$ cat config.mk
export PLATFORM = sky130hd
export DESIGN_NAME = serial_word_rx
export DESIGN_NICKNAME = d
export VERILOG_FILES = /design/src/rtl/serial_rx_pkg.sv /design/src/rtl/serial_rx_hold.sv /design/src/rtl/serial_word_rx.sv
export SDC_FILE = /design/constraint.sdc
export NUM_CORES = 1
export LEC_CHECK = 0
export CAP_MARGIN = 20
export CORE_MARGIN = 4
export CORE_UTILIZATION = 25
export CTS_CLUSTER_DIAMETER = 80
export DETAILED_ROUTE_END_ITERATION = 10
export GPL_TIMING_DRIVEN = 0
export PLACE_DENSITY_LB_ADDON = 0.25
export SLEW_MARGIN = 20
export SYNTH_ARGS = -nofsm -noshare
export SYNTH_HDL_FRONTEND = slang
export SYNTH_HIERARCHICAL = 1
export SYNTH_SLANG_ARGS = --single-unit
$ cat constraint.sdc
create_clock -name CLOCK -period 2.4 [get_ports CLOCK]
set_input_delay 0.48 -clock CLOCK [delete_from_list [all_inputs] [get_ports CLOCK]]
set_output_delay 0.48 -clock CLOCK [all_outputs]
set_load 0.05 [all_outputs]
$ cat src/rtl/serial_rx_pkg.sv
// Shared types and constants for the serial word receiver.
package serial_rx_pkg;

    // Receiver sequencing states; PAR is only reachable in parity builds.
    typedef enum logic [1:0] {
        IDLE,
        SHIFT,
        PAR
    } rx_state_e;

    // Widest word the receiver can be built for.
    localparam int MAX_WORD_W = 64;

    // Value OUT takes after reset, sliced down to WORD_W by the users.
    localparam logic [MAX_WORD_W-1:0] OUT_RESET_VAL = '0;

endpackage

$ cat src/rtl/serial_rx_hold.sv
// One-deep valid/ready holding register for completed words.
// A commit while the register is full and not being drained is dropped
// and flagged with a one-cycle overrun pulse.
module serial_rx_hold
    import serial_rx_pkg::*;
#(
    parameter int WORD_W = 16
) (
    input  logic              clock,
    input  logic              reset_n,
    input  logic              commit,
    input  logic [WORD_W-1:0] word,
    input  logic              par,
    input  logic              ready,
    output logic [WORD_W-1:0] out,
    output logic              valid,
    output logic              par_err,
    output logic              overrun
);

    logic [WORD_W-1:0] out_q, out_d;
    logic              valid_q, valid_d;
    logic              par_err_q, par_err_d;
    logic              overrun_q, overrun_d;

    // Decide whether a new word loads, is dropped, or the held word drains.
    always_comb begin
        out_d     = out_q;
        valid_d   = valid_q;
        par_err_d = par_err_q;
        overrun_d = 1'b0;
        if (commit) begin
            if (!valid_q || ready) begin
                out_d     = word;
                par_err_d = par;
                valid_d   = 1'b1;
            end else begin
                overrun_d = 1'b1;
            end
        end else if (valid_q && ready) begin
            valid_d = 1'b0;
        end
    end

    // Register the holding slot and the overrun pulse.
    always_ff @(posedge clock) begin
        if (!reset_n) begin
            out_q     <= OUT_RESET_VAL[WORD_W-1:0];
            valid_q   <= 1'b0;
            par_err_q <= 1'b0;
            overrun_q <= 1'b0;
        end else begin
            out_q     <= out_d;
            valid_q   <= valid_d;
            par_err_q <= par_err_d;
            overrun_q <= overrun_d;
        end
    end

    assign out     = out_q;
    assign valid   = valid_q;
    assign par_err = par_err_q;
    assign overrun = overrun_q;

endmodule

$ cat src/rtl/serial_word_rx.sv
// Serial-to-parallel word receiver: LSB-first bits on ENABLE strobes,
// words aligned by SYNC, completed words handed to serial_rx_hold.
// Define SERIAL_RX_PARITY_EN to expect a trailing even-parity bit per word.
module serial_word_rx
    import serial_rx_pkg::*;
#(
    parameter int WORD_W = 16
) (
    input  logic              CLOCK,
    input  logic              RESET_N,
    input  logic              DATA,
    input  logic              ENABLE,
    input  logic              SYNC,
    input  logic              READY,
    output logic [WORD_W-1:0] OUT,
    output logic              VALID,
    output logic              PAR_ERR,
    output logic              SYNC_ERR,
    output logic              OVERRUN
);

    localparam int IDX_W = $clog2(WORD_W);
    localparam logic [IDX_W-1:0] LAST_IDX = IDX_W'(WORD_W - 1);
    localparam logic [IDX_W-1:0] ONE_IDX  = IDX_W'(1);

    rx_state_e         state_q, state_d;
    logic [IDX_W-1:0]  idx_q, idx_d;
    logic [WORD_W-1:0] shift_q, shift_d;
    logic              sync_err_q, sync_err_d;
    logic              commit;
    logic [WORD_W-1:0] commit_word;
    logic              commit_par;

    // Next-state, bit placement and commit decision for each strobe.
    always_comb begin
        state_d     = state_q;
        idx_d       = idx_q;
        shift_d     = shift_q;
        sync_err_d  = 1'b0;
        commit      = 1'b0;
        commit_word = shift_q;
        commit_par  = 1'b0;
        if (ENABLE) begin
            if (SYNC) begin
                sync_err_d = (state_q != IDLE);
                state_d    = SHIFT;
                idx_d      = ONE_IDX;
                shift_d    = {{(WORD_W-1){1'b0}}, DATA};
            end else begin
                case (state_q)
                    SHIFT: begin
                        shift_d[idx_q] = DATA;
                        if (idx_q == LAST_IDX) begin
                            idx_d = '0;
`ifdef SERIAL_RX_PARITY_EN
                            state_d = PAR;
`else
                            state_d     = IDLE;
                            commit      = 1'b1;
                            commit_word = shift_d;
`endif
                        end else begin
                            idx_d = idx_q + ONE_IDX;
                        end
                    end
`ifdef SERIAL_RX_PARITY_EN
                    PAR: begin
                        state_d     = IDLE;
                        commit      = 1'b1;
                        commit_word = shift_q;
                        commit_par  = DATA ^ (^shift_q);
                    end
`endif
                    default: begin
                        state_d = IDLE;
                    end
                endcase
            end
        end
    end

    // Receiver state, bit index, shift register and sync-error pulse.
    always_ff @(posedge CLOCK) begin
        if (!RESET_N) begin
            state_q    <= IDLE;
            idx_q      <= '0;
            shift_q    <= '0;
            sync_err_q <= 1'b0;
        end else begin
            state_q    <= state_d;
            idx_q      <= idx_d;
            shift_q    <= shift_d;
            sync_err_q <= sync_err_d;
        end
    end

    assign SYNC_ERR = sync_err_q;

    serial_rx_hold #(
        .WORD_W (WORD_W)
    ) u_hold (
        .clock   (CLOCK),
        .reset_n (RESET_N),
        .commit  (commit),
        .word    (commit_word),
        .par     (commit_par),
        .ready   (READY),
        .out     (OUT),
        .valid   (VALID),
        .par_err (PAR_ERR),
        .overrun (OVERRUN)
    );

endmodule

### Word-level counts from Yosys, hierarchy flattened

Index checks and enable logic that the tools add are counted.

* RAM bits: 0
* memories: 0
* bits in read-only memories: 0
* bits in registers: 41
* bits in latches: 0

* multiplexer cells: 23
* add/subtract/negate cells: 1
* magnitude comparators: 2
* div/mod/pow operators: 0
* shift-type cells: 0
* equality and inequality tests: 4
* multipliers: 0
* bitwise gates (word level): 0
* reduce and logical (&&, ||, !) cells: 13

Operator list (count)
* $mux 16: 6
* $bwmux 16: 1
* $mux 4: 3
* $reduce_and 2->1: 5
* $mux 1: 9
* $mux 2: 3
* $reduce_bool 2->1: 3
* $lt 4x5->1 const B: 1
* $add 4x1->4 const B: 1
* $demux 1 s4: 1
* $eq 4x4->1 const B: 1
* $ge 4x1->1 const B: 1
* $ne 3x3->1 const B: 1
* $reduce_and 3->1: 1
* $eq 2x1->1 const B: 1
* $logic_and 1x1->1: 2
* $ne 2x1->1 const B: 1
* $logic_not 1->1: 1
* $logic_or 1x1->1: 1

### Logic depth before layout (Yosys ltp)

Gate-level depths: netlist of run 1.

* depth after elaboration: 9
* depth in mapped cells: 10
* gate-level depth less buffers: 6

### By module

Netlist of run 1, hierarchy kept.

Modules (own cells, without submodules)
* serial_word_rx: sequential area each 440.4 sq um, cells an instance 165, times used 1, area each 1323.8 sq um
* serial_rx_hold: sequential area each 380.4 sq um, cells an instance 80, times used 1, area each 767.0 sq um

### Worst setup path after synthesis of run 1

Ideal clock, no wire load.

* kind: input -> register
* from: input port ENABLE
* to: register u_hold.out_q[0], in the netlist u_hold/out[0]
* arrival time: 1.862 ns
* library setup time: 0.118 ns
* data required time: 2.282 ns
* buffers on the path: 6
* stages on the path: 10
* slack: 0.420 ns
* cell sequence: buf_2 -> and3b_1 -> buf_6 -> buf_8 -> buf_8 -> and3_1 -> nor2b_2 -> buf_6 -> buf_12 -> mux2i_1

* cells in the longest elaborated chain, start to end: 2
* elaborated cells between the ends (all ways): 3
* classes of those cells: 2 x mux; 1 x reduce/logical

Ends and longest elaborated chain
* start: declaration: RTL line serial_word_rx.sv:12 `input logic ENABLE,`
* $mux 1: RTL line serial_word_rx.sv:43 `if (ENABLE) begin`
* named net commit: RTL line serial_word_rx.sv:30 `logic commit;`
* $reduce_and 2->1 (no source line)
* end signal: assignment: RTL line serial_rx_hold.sv:48 `out_q <= OUT_RESET_VAL[WORD_W-1:0];`
* end signal: assignment: RTL line serial_rx_hold.sv:53 `out_q <= out_d;`
* end: declaration: RTL line serial_rx_hold.sv:21 `logic [WORD_W-1:0] out_q, out_d;`

The timed path passes the listed nets, and every way through them passes these cells.
A chain may end at the register's enable or synchronous reset.

### Worst setup path after layout of run 1

* from: register state_q[0]
* to: register u_hold.out_q[0], in the netlist u_hold/out[0]

* cells in the longest elaborated chain, start to end: 5
* elaborated cells between the ends (all ways): 8
* classes of those cells: 1 x eq/ne; 6 x mux; 1 x reduce/logical

Ends and longest elaborated chain
* start: declaration: RTL line serial_word_rx.sv:26 `rx_state_e state_q, state_d;`
* start signal: assignment: RTL line serial_word_rx.sv:90 `state_q <= state_d;`
* $eq 2x1->1: RTL line serial_word_rx.sv:50 `case (state_q)`
* $mux 1: RTL line serial_word_rx.sv:50
* $mux 1: RTL line serial_word_rx.sv:44 `if (SYNC) begin`
* $mux 1: RTL line serial_word_rx.sv:43
* named net commit: RTL line serial_word_rx.sv:30
* $reduce_and 2->1 (no source line)

The timed path passes the listed nets, and every way through them passes these cells.

==> reports/results.txt, run 1 <==
outcome -> finished clean
CTS buffer count -> 5
largest net degree at the start of global routing -> 12
reg2reg path depth -> 9
Sink Count -> 41
worst setup path class -> reg2reg
Top Ports -> 26
post-route ant nets -> 0
Seq pwr share -> 0.571
die height -> 99.5 um
post-synth cell types -> 37
crit path DAT -> 2.24 ns
CTS tree -> done
Worst setup SP type -> flop
Worst Slack Setup Final -> 0.391 ns
first-pass GRT wire length -> 8.71 mm
Hold Buf Count CTS -> 0
worst-margin pin slew -> 0.561 ns
Mean Syn Cell Area -> 8.53 um^2
worst path required time -> 2.63 ns
post-synthesis sequential area ratio -> 0.393
Final #Nets -> 287
CP Max Fanout -> 10
Worst setup EP type -> flop
RSZ-0062 raised after global routing -> no
maximum vdd drop -> 0.195 mV
hold path depth -> 2
number of cell rows -> 33
Via Count -> 1,816
Routability Congestion -> 0.822
Via-to-Cell Ratio -> 4.78
Cells after Synth -> 245
Die ar. -> 9890 um^2
clk_skew -> 0.00622 ns
initial antenna violation count -> 0
Power Internal -> 902 uW
Cell Area, Synth -> 2090 um^2
Initial DRT Pass Iterations -> 4
total power -> 1210 uW
DP HPWL -> 3.67 mm
initial drt markers -> 109
Leak -> 0.000822 uW
DR WL/cell -> 13.7 um
Final min period -> 2.01 ns
switching part of the total -> 0.252
# setup viols final -> 0
Clock Latency Late Sink -> 0.30 ns
core area -> 8180 um^2
Post-Syn Nets -> 256
CTS H-tree depth -> 2
combinational power share -> 0.068
Yosys Warn Count -> 6
fmax -> 0.498 GHz
# diodes -> 0
Clock power frac -> 0.361
GRT Residual Overflow -> 0
layout cell share with drive strength beyond 1 -> 0.105
area grow syn2layout -> 21.4%
total of max-cap violations -> 0
Synth Register Bits -> 41
root cell of the clock tree -> clkbuf_8
power density over cell area -> 475 nW/um^2
post-cts resize count -> 0
# DRC -> 0
Die W -> 99.5 um
Tightest Hold Check Type -> reg2reg
CTS clk-pin slew, worst paths -> 0.08 ns
fin crit share -> 0.837
final wirelength -> 5.21 mm
Slew HR -> 0.626
worst-case clock buffer depth -> 2
Total GRT Usage -> 0.109
post-CTS setup buffers -> 0
Final Slew Violations -> 0
dpl ws -> -0.240 ns
Hold Vio Cnt, Final -> 0
Sw Pwr -> 304 uW
Initial Utilization -> 0.256
PortBufs -> 24
vias in the first global route -> 1,733
==> logic make-up after synthesis <==
| kind of cell | count (synthesis) | synth area share |
|---|---|---|
| xor+xnor | 1 | 0.00419 |
| compound gates | 43 | 0.138 |
| mux | 21 | 0.102 |
| fa+ha+maj | 5 | 0.0299 |
| flops | 41 | 0.393 |
| other cells | 1 | 0.00179 |
| simple gates | 94 | 0.227 |
| buf+inv | 39 | 0.104 |
==> worst max-delay path, stage by stage (launching register included) <==
cell and delay, ns:
dfxtp_1 0.44, and3b_1 0.21, buf_6 0.12, buf_8 0.14, buf_8 0.14, and3_1 0.23
nor2b_2 0.17, buf_6 0.16, buf_12 0.15, mux2i_1 0.18
==> cells in the mapped netlist (all sizes together) <==
master,number,area share
nand3,17,0.041
a31oi,4,0.012
nor2,4,0.0072
buf,16,0.062
a21oi,15,0.036
nor2b,4,0.017
nand4,7,0.021
nand2,44,0.079
inv,6,0.011
mux2i,18,0.086
ha,5,0.030
and2,4,0.012
or3,1,0.0030
xor2,1,0.0042
o21ai,5,0.014
a32oi,11,0.046
o21a,2,0.0072
a211o,3,0.013
mux2,3,0.016
o211ai,2,0.0072
nor4bb,1,0.0048
dfxtp,41,0.39
clkinv,1,0.0018
a22oi,1,0.0036
conb,1,0.0018
clkbuf,16,0.029
and3,2,0.0066
and3b,1,0.0042
nand3b,9,0.032
==> cell usage in the layout (no fill, tap or decap), types with 6 or more instances in the layout <==
cell type	count
dfxtp_1	41
nand2_1	44
clkbuf_1	16
nand4_1	7
a32oi_1	11
nand3b_1	9
buf_2	10
a21oi_1	15
inv_1	6
mux2i_1	18
clkdlybuf4s50_1	23
nand3_1	17
==> metal layers <==
| layer | vias up | GRT usage | part of all wire |
|---|---|---|---|
| met5 | - | 0 | 0 |
| met4 | 0 | 0.0368 | 0.019 |
| met3 | 12 | 0.0295 | 0.052 |
| met2 | 47 | 0.172 | 0.44 |
| met1 | 851 | 0.143 | 0.49 |
| li1 | 906 | - | - |
==> power groups by stage <==
stage	sequential (uW)	clock (uW)	combinational, uW
floorplan	705	0	50.9
detailed placement	705	0	82.3
global route	690	481	90.9
finish	688	435	82.6
CTS	688	447	82.7
global placement	705	0	82.2
==> stage by stage <==
stage | hold WS [ns] | cell area [um^2] | utilization | cells | TNS [ns]
floorplan | 0.437 | 2090 | - | 245 | 0
global placement | 0.444 | 2460 | 0.301 | 374 | -2.33
detailed placement | 0.446 | 2460 | 0.301 | 374 | -2.64
CTS | 0.465 | 2540 | 0.310 | 380 | 0
global route | 0.473 | 2540 | 0.311 | 380 | 0
finish | 0.458 | 2540 | 0.311 | 380 | 0
==> path summary, 6_finish.rpt <==
path | to | slack (ns) | from
min reg2reg | u_hold/out[5] | 0.46 | u_hold/out[5]
max reg2reg | u_hold/out[0] | 0.39 | state_q[0]
min | u_hold/out[5] | 0.46 | u_hold/out[5]
max | u_hold/out[0] | 0.39 | state_q[0]
==> state kept, by name, indices dropped and copies added, names as in the netlist <==
register        flops
u_hold/valid        1
SYNC_ERR            1
u_hold/overrun      1
u_hold/out         16
shift_q            16
state_q             1
u_hold/par_err      1
idx_q               4
==> layout make-up <==
cell class	instances	area [um^2]
tap	105	131
timing repair buffer	24	243
buffer	32	190
inverter	7	26.3
sequential	41	821
clock buffer	5	68.8
clock inverter	1	5.00
fill	894	5640
multi-input combinational	165	1050
Note: power is estimated with default switching activity, not from simulation.
==> run 2: changes to the inputs <==
==> constraint.sdc (replaced) <==
create_clock -name CLOCK -period 2.1 [get_ports CLOCK]
set_input_delay 0.42 -clock CLOCK [delete_from_list [all_inputs] [get_ports CLOCK]]
set_output_delay 0.42 -clock CLOCK [all_outputs]
set_load 0.05 [all_outputs]
==> run 2 against run 1 <==
Against the previous run: final cell count stayed put; power increased by 14%; clock skew is 0.0015 ns lower; sequential share of layout area is essentially flat; wire length is 0.94% lower; sequential cell count unchanged; die area unchanged; worst setup slack got worse by 0.28 ns; combinational power grew 14%; largest power group unchanged; critical path type is now in2reg; critical endpoint unchanged; clock power increased by 13%; register-to-register slack got worse by 0.25 ns.
==> reports/results.txt, run 2 (synthesis results as in run 1) <==
CTS buffer count -> 5
# fillers -> 896
initial antenna violation count -> 0
Slew HR -> 0.609
Seq pwr share -> 0.573
Inst Count DP -> 374
DR WL/cell -> 13.6 um
fin crit share -> 0.948
Critical-path top delay cell -> dlygate4sd2_1
Worst setup EP type -> flop
fmax -> 0.502 GHz
total of max-cap violations -> 0
Tightest Hold Check Type -> in2reg
CP startpoint -> SYNC
clk_skew -> 0.00467 ns
Initial DRT Pass Iterations -> 4
grt met1 use -> 0.143
Worst setup SP type -> input pin
hold slack -> 0.458 ns
most frequent cells in the layout -> nand2_1, dfxtp_1, clkdlybuf4s50_1
post-route ant nets -> 0
CTS H-tree depth -> 2
GRT Residual Overflow -> 0
Power Internal -> 1030 uW
CTS tree -> done
Reg area -> 821 um^2
worst setup path class -> in2reg
Hold Vio Cnt, Final -> 0
Initial Utilization -> 0.256
Clock Latency Late Sink -> 0.29 ns
met3 GRT Util -> 0.0295
CP Max Fanout -> 10
Via Count -> 1,780
area grow syn2layout -> 21.5%
CTS clk-pin slew, worst paths -> 0.08 ns
layout cell share with drive strength beyond 1 -> 0.109
CP max stage delay -> 0.30 ns
PortBufs -> 24
combinational power share -> 0.068
die height -> 99.5 um
core area -> 8180 um^2
Routability Congestion -> 0.822
initial drt markers -> 103
Die W -> 99.5 um
Top Ports -> 26
Die ar. -> 9890 um^2
DP HPWL -> 3.67 mm
root cell of the clock tree -> clkbuf_8
power density over cell area -> 541 nW/um^2
# setup viols final -> 0
Sink Count -> 41
hold path start -> ENABLE
vias in the first global route -> 1,733
Final min period -> 1.99 ns
RSZ-0062 raised after global routing -> no
crit path DAT -> 2.22 ns
r2r startpoint -> state_q[0]
CP Buf/Inv Count -> 6
worst-case clock buffer depth -> 2
post-CTS setup buffers -> 0
maximum vdd drop -> 0.224 mV
Clock power frac -> 0.359
worst path required time -> 2.33 ns
Sw Pwr -> 343 uW
# diodes -> 0
Final Slew Violations -> 0
largest net degree at the start of global routing -> 12
Leak -> 0.000812 uW
layer with the highest usage -> met2
number of cell rows -> 33
Finished Layout Cells -> 380
Via-to-Cell Ratio -> 4.68
switching part of the total -> 0.250
first-pass GRT wire length -> 8.71 mm
Final #Nets -> 287
# DRC -> 0
Crit path max-delay family -> buffers and inverters
critical path cell sequence -> dlygate4sd2_1 > and3b_1 > buf_6 > buf_8 > buf_8 > and3_4 > nor2b_2 > buf_6 > buf_12 > mux2i_1
final wirelength -> 5.16 mm
outcome -> finished clean
footprint of the multi-input gates -> 1060 um^2
Hold Buf Count CTS -> 0
worst-margin pin slew -> 0.586 ns
Total GRT Usage -> 0.109
GR Util met2 -> 0.172
most common cell after layout, fill and taps aside -> nand2_1
==> run 2: changes by cell type in the layout (fill, tap and decap cells not counted) <==
cell,delta
and3_1,-1
and3_4,+1
dlygate4sd2_1,+1
dlymetal6s2s_1,-1
==> run 2: layout make-up <==
class                      instances  share of cell area
buffer                            32              0.0749
timing repair buffer              24              0.0941
tap                              105              0.0517
clock inverter                     1             0.00197
inverter                           7              0.0103
clock buffer                       5              0.0271
multi-input combinational        165               0.417
sequential                        41               0.323
==> run 2: power by group through the flow <==
stage                     registers [uW]  clock network [uW]  logic, uW
after global routing                 788                 550        103
after CTS                            787                 510       93.8
after floorplan                      805                   0       58.2
after detailed placement             805                   0       94.0
after global placement               805                   0       94.0
final                                787                 493       93.8
==> run 2: tightest hold or removal path: stages <==
cell and delay [ns]:
buf_2 0.15, nand2_1 0.09, nor2_1 0.05
==> run 2: what timing repair did <==
item / in CTS / in global routing
endpoints found under the hold margin: 0 / 0
setup endpoints to repair: 17 / 9
gates resized for setup: 1 / 1
==> run 2: metrics by stage <==
stage | cell area (um^2) | power, uW | TNS, ns | utilization | worst slack (ns)
5_1_grt | 2540 | 1440 | 0 | 0.311 | 0.0217
3_5_place_dp | 2460 | 900 | -6.81 | 0.301 | -0.480
3_3_place_gp | 2460 | 899 | -6.47 | 0.301 | -0.461
2_1_floorplan | 2090 | 863 | 0 | - | 0.180
6_report | 2540 | 1370 | 0 | 0.311 | 0.109
4_1_cts | 2530 | 1390 | 0 | 0.310 | 0.0483
==> run 2: metal layers <==
layer | wire, um | vias to the layer above | share of wire
li1 | - | 904 | -
met1 | 2430 | 812 | 0.47
met2 | 2290 | 55 | 0.44
met3 | 344 | 9 | 0.067
met4 | 90 | 0 | 0.017
met5 | 0 | - | 0
==> run 2: worst paths after layout <==
path | endpoint | slack (ns) | cells past startpoint
worst max-delay path | u_hold/out[0] | 0.11 | 10
worst min register to register | u_hold/out[5] | 0.46 | 2
worst min-delay path | SYNC_ERR | 0.46 | 3
worst max register to register | u_hold/out[0] | 0.14 | 9
